--- src/rtl/reg_scoreboard.sv ---
// reg_scoreboard: register-hazard scoreboard for an in-order pipeline.
// It keeps one 2-bit in-flight write counter for each of the 16 architectural registers.
// Ports:
//   clk, rst        rising-edge clock, asynchronous active-high reset
//   issue_*         ID-stage instruction offered to EXE (valid, writes-reg, dest)
//   src1/src2       source operands; two_src marks src2 as a real operand
//   flush           taken branch squashes the presented instruction
//   wb_en/wb_dest   WB-stage register write retiring this cycle
//   freeze          combinational stall of IF/ID (instruction not issued)
//   pending         bit r set while register r has a write in flight
//   err             sticky: WB seen with no matching in-flight write
module reg_scoreboard (
  input  logic        clk,
  input  logic        rst,
  input  logic        issue_valid,
  input  logic        issue_wb_en,
  input  logic [3:0]  issue_dest,
  input  logic [3:0]  src1,
  input  logic [3:0]  src2,
  input  logic        two_src,
  input  logic        flush,
  input  logic        wb_en,
  input  logic [3:0]  wb_dest,
  output logic        freeze,
  output logic [15:0] pending,
  output logic        err
);

  logic [1:0] cnt_q [16];
  logic [1:0] cnt_d [16];
  logic       err_q;
  logic       err_d;
  logic       accept;
  logic       retire;

  always_comb begin
    pending = '0;
    for (int r = 0; r < 16; r++) begin
      pending[r] = (cnt_q[r] != 2'd0);
    end
  end

  // A full destination counter stalls issue, so a counter can never pass 3.
  // WB is deliberately ignored here: a hazard clears only after the WB edge.
  assign freeze = issue_valid &&
                  (pending[src1] ||
                   (two_src && pending[src2]) ||
                   (issue_wb_en && (cnt_q[issue_dest] == 2'd3)));

  assign accept = issue_valid && issue_wb_en && !freeze && !flush;
  // A WB to an idle register is not a retire, so a counter can never go below 0.
  assign retire = wb_en && (cnt_q[wb_dest] != 2'd0);

  always_comb begin
    for (int r = 0; r < 16; r++) begin
      cnt_d[r] = cnt_q[r];
      // An issue and a retire on the same register cancel each other.
      if (accept && (issue_dest == 4'(r)) && !(retire && (wb_dest == 4'(r)))) begin
        cnt_d[r] = cnt_q[r] + 2'd1;
      end else if (retire && (wb_dest == 4'(r)) && !(accept && (issue_dest == 4'(r)))) begin
        cnt_d[r] = cnt_q[r] - 2'd1;
      end
    end
    err_d = err_q || (wb_en && (cnt_q[wb_dest] == 2'd0));
  end

  always_ff @(posedge clk or posedge rst) begin
    if (rst) begin
      for (int r = 0; r < 16; r++) begin
        cnt_q[r] <= 2'd0;
      end
      err_q <= 1'b0;
    end else begin
      for (int r = 0; r < 16; r++) begin
        cnt_q[r] <= cnt_d[r];
      end
      err_q <= err_d;
    end
  end

  assign err = err_q;

endmodule

--- config.mk ---
export PLATFORM = sky130hd
export DESIGN_NAME = reg_scoreboard
export DESIGN_NICKNAME = d
export VERILOG_FILES = /design/src/rtl/reg_scoreboard.sv
export SDC_FILE = /design/constraint.sdc
export NUM_CORES = 1
export LEC_CHECK = 0
export CAP_MARGIN = 15
export CORE_MARGIN = 3
export CORE_UTILIZATION = 49
export DETAILED_ROUTE_END_ITERATION = 12
export PLACE_DENSITY = 0.8
export RECOVER_POWER = 25
export SLEW_MARGIN = 20
export SYNTH_ARGS = -nofsm -noshare
export SYNTH_HDL_FRONTEND = slang
export SYNTH_SLANG_ARGS = --single-unit
--- constraint.sdc ---
create_clock -name clk -period 2.6 [get_ports clk]
set_input_delay 0.52 -clock clk [delete_from_list [all_inputs] [get_ports clk]]
set_output_delay 0.52 -clock clk [all_outputs]
set_load 0.05 [all_outputs]
==> results.md <==
- Status: complete, but fails checks
- Violated checks: max-capacitance violations, max-slew violations, negative setup slack
- Dominant register cell in the synthesized netlist: dfrtp_1
- All-layer global routing usage: 30.1%
- Hold_buf cts: 0
- Antenna viol nets, final: 0
- Global-route wire length before repair: 14300 um
- CP Data Required Time: 2.78 ns
- Worst Path Max Fanout: 6
- Synthesized area: 2670 um2
- Warnings from Yosys: 0
- Worst-Margin Slew: 1.86 ns
- Antenna cell count: 0
- Htree depth: 2
- Number of distinct library cells after synthesis: 38
- # clock sinks: 33
- Number of setup violations in the final report: 33
- Most used cell, CP: xor2_1
- Number of global-route vias before repair: 2838
- Dpl cells: 457
- Post-route setup TNS: -8.76 ns
- Synth Net Count: 317
- Largest net degree at the start of global routing: 34
- Initial drt markers: 295
- Final WL: 10700 um
- CP peak stage delay: 0.54 ns
- Final Hold Viols: 0
- Relative slew slack: -23.7%
- Seq/Total Area, Yosys: 31.0%
- IO Pins: 41
- Critical Path, Cell by Cell: dlygate4sd2_1 -> buf_4 -> mux4_2 -> a21oi_2 -> a32o_2 -> nand4_4 -> buf_8 -> nor4_4 -> ha_1 -> xor2_1 -> nor2_1 -> xor2_1
- Synth Register Bits: 33
- Avg Cell Area, Syn: 9.59 um2
- Total gr overflow: 0
- CTS tree: built
- CTS buffer count: 5
- Layout cell share with drive strength beyond 1: 42.5%
- Core Box Area: 5170 um2
- PortBufs: 40
- Critical path type: input pin to register
- Via count: 2978
- DR WL/cell: 22.5 um
- Final cell count without fillers: 475
- Post-DP HPWL: 6400 um
- Width of the die: 79.8 um
- Max-cap violations: 1
- Tmin final: 3.13 ns
- RePlAce Congestion: 0.943
- Type of the tightest min-delay check: register to register
- Clock latency on the worst-skew pair: 0.29 ns
- Worst setup EP type: register
- Fmax achieved: 319 MHz
- Total power per unit cell area: 1100 nW/um2
- Overall power: 4860 uW
- Fillers: 257
- Initial Util: 51.5%
- Worst hold slack: 0.482 ns
- Final Cycle Share: 120%
- Synthesized instance count: 278
- Yosys top cell by area: dfrtp_1
- Setup crit start kind: input pin
- Slowest cell on the critical path: mux4_2
- Die height: 79.8 um
- Post-synth ARST share: 100%
- Clock Root Buffer: clkbuf_8
- Peak supply drop: 687 uV
- DRC: 0
- RSZ-0062 raised after global routing: true
- WP data arrival: 3.32 ns
- Leakage: 0.00199 uW
- Area grow syn2layout: 65.6%
- Dominant cells by area after synthesis: dfrtp_1, mux4_2, xor2_1
- Die area: 6360 um2
- Core Util, Final: 85.4%
- Drt via density: 6.27
- Final nets: 443
- Worst Setup Slack, final: -0.532 ns
- Initial antenna violation count: 1
- Share of the synthesized area in the top cell type: 31.0%
- Clk buf depth: 2
- Max-slew violation count: 34
- Post-synth EDFFs: 0
- # rows: 26
- Clk_skew: 0.00848 ns
- 1st-pass router iterations: 5
- Clock transition at path regs: 0.07 ns
report_power, final:
part	leakage, uW	internal, uW	switching (uW)
logic	0.00153	1550	1780
registers	0.000401	761	260
clock network	0.0000585	312	186
total	0.00199	2630	2230
cell usage after synthesis, types with 4 or more instances:
library cell  count
a21oi_1           4
nor2b_1           5
nor4_1           16
ha_1             16
dfrtp_1          33
inv_1            20
clkbuf_1          5
nand2b_1          5
nor2_1           38
xnor2_1          16
mux4_2           13
nand3_1           7
xor2_1           32
mux2i_1           8
nand2_1          19
nor3_1            4
registers in the layout (all words and copies together) (netlist names):
register	count
cnt_q	32
err	1
layer usage:
metal  vias to the layer above  wire length (um)  GRT usage (%)
met5                         -                18              0
met4                         2               636           16.7
met3                        72               838           6.21
met2                       217              5100           50.2
met1                      1463              4090           36.3
li1                       1224                 -              -
final timing paths:
path	startpoint	end	slack, ns	depth (start not counted)
min	err$_DFF_PP0_	err$_DFF_PP0_	0.48	1
max reg2reg	cnt_q[18]$_DFFE_PP0P_	cnt_q[11]$_DFFE_PP0P_	-0.48	12
max	issue_dest[0]	cnt_q[11]$_DFFE_PP0P_	-0.53	12
max in group asynchronous	rst	cnt_q[31]$_DFFE_PP0P_	0.28	3
min in group asynchronous	rst	cnt_q[17]$_DFFE_PP0P_	1.25	3
min reg2reg	err$_DFF_PP0_	err$_DFF_PP0_	0.48	1
cell type report:
cell class	instances	area [um2]	area share, %
clock buffers	7	86.3	1.96
clock inverters	1	30.0	0.680
flip-flops and latches	33	826	18.7
repair buffers	128	1090	24.6
well taps	70	87.6	1.98
inverters	20	75.1	1.70
multi-input cells	216	2220	50.4
stage by stage:
step                worst slack, ns  instance area (um2)
finish                       -0.532                 4420
floorplan                    -0.164                 2690
CTS                          -0.303                 4100
global placement             -0.955                 3710
detailed placement            -1.05                 3710
global route                 -0.624                 4420
worst max-delay path, delay by kind of cell:
family | cells | cell delay [ns]
buffers and inverters | 3 | 0.64
multiplexers | 1 | 0.54
AND/OR/NAND/NOR | 3 | 0.47
XOR/XNOR | 2 | 0.46
AO/OA/AOI/OAI | 2 | 0.44
adder cells (fa/ha/maj) | 1 | 0.23
cells by family (layout without fill, tap and decap cells):
kind of cell               count (synthesis)  in the layout  share of synthesized area, %
muxes                                     22             22                          15.0
AOI/OAI and AO/OA                         18             18                          4.74
adders and majority gates                 16             16                          7.51
and+or+nand+nor                          111            112                          21.1
xor gates and xnor gates                  48             48                          15.8
buffers and inverters                     30            156                          4.93
DFF                                       33             33                          31.0
placed cells by master (no fill, tap or decap), types with 5 or more instances in the layout:
cell             instances
xor2_2                   7
ha_4                     7
clkdlybuf4s50_1         31
clkbuf_8                 6
ha_1                     7
nand2_1                 19
nand2b_1                 5
nor4_4                  13
nor2b_1                  5
mux4_2                  13
buf_4                   79
inv_1                   16
buf_6                    8
nand3_1                  7
dlygate4sd2_1            7
mux2i_1                  8
dfrtp_1                 33
nor2_1                  30
xnor2_1                 12
xor2_1                  25
repair_timing:
action,CTS,global route
resized for setup,50,49
pin swaps,28,19
endpoints found under the setup margin,33,33
setup buffers,5,4
gates cloned,1,0
Note: power is estimated with default switching activity, not from simulation.
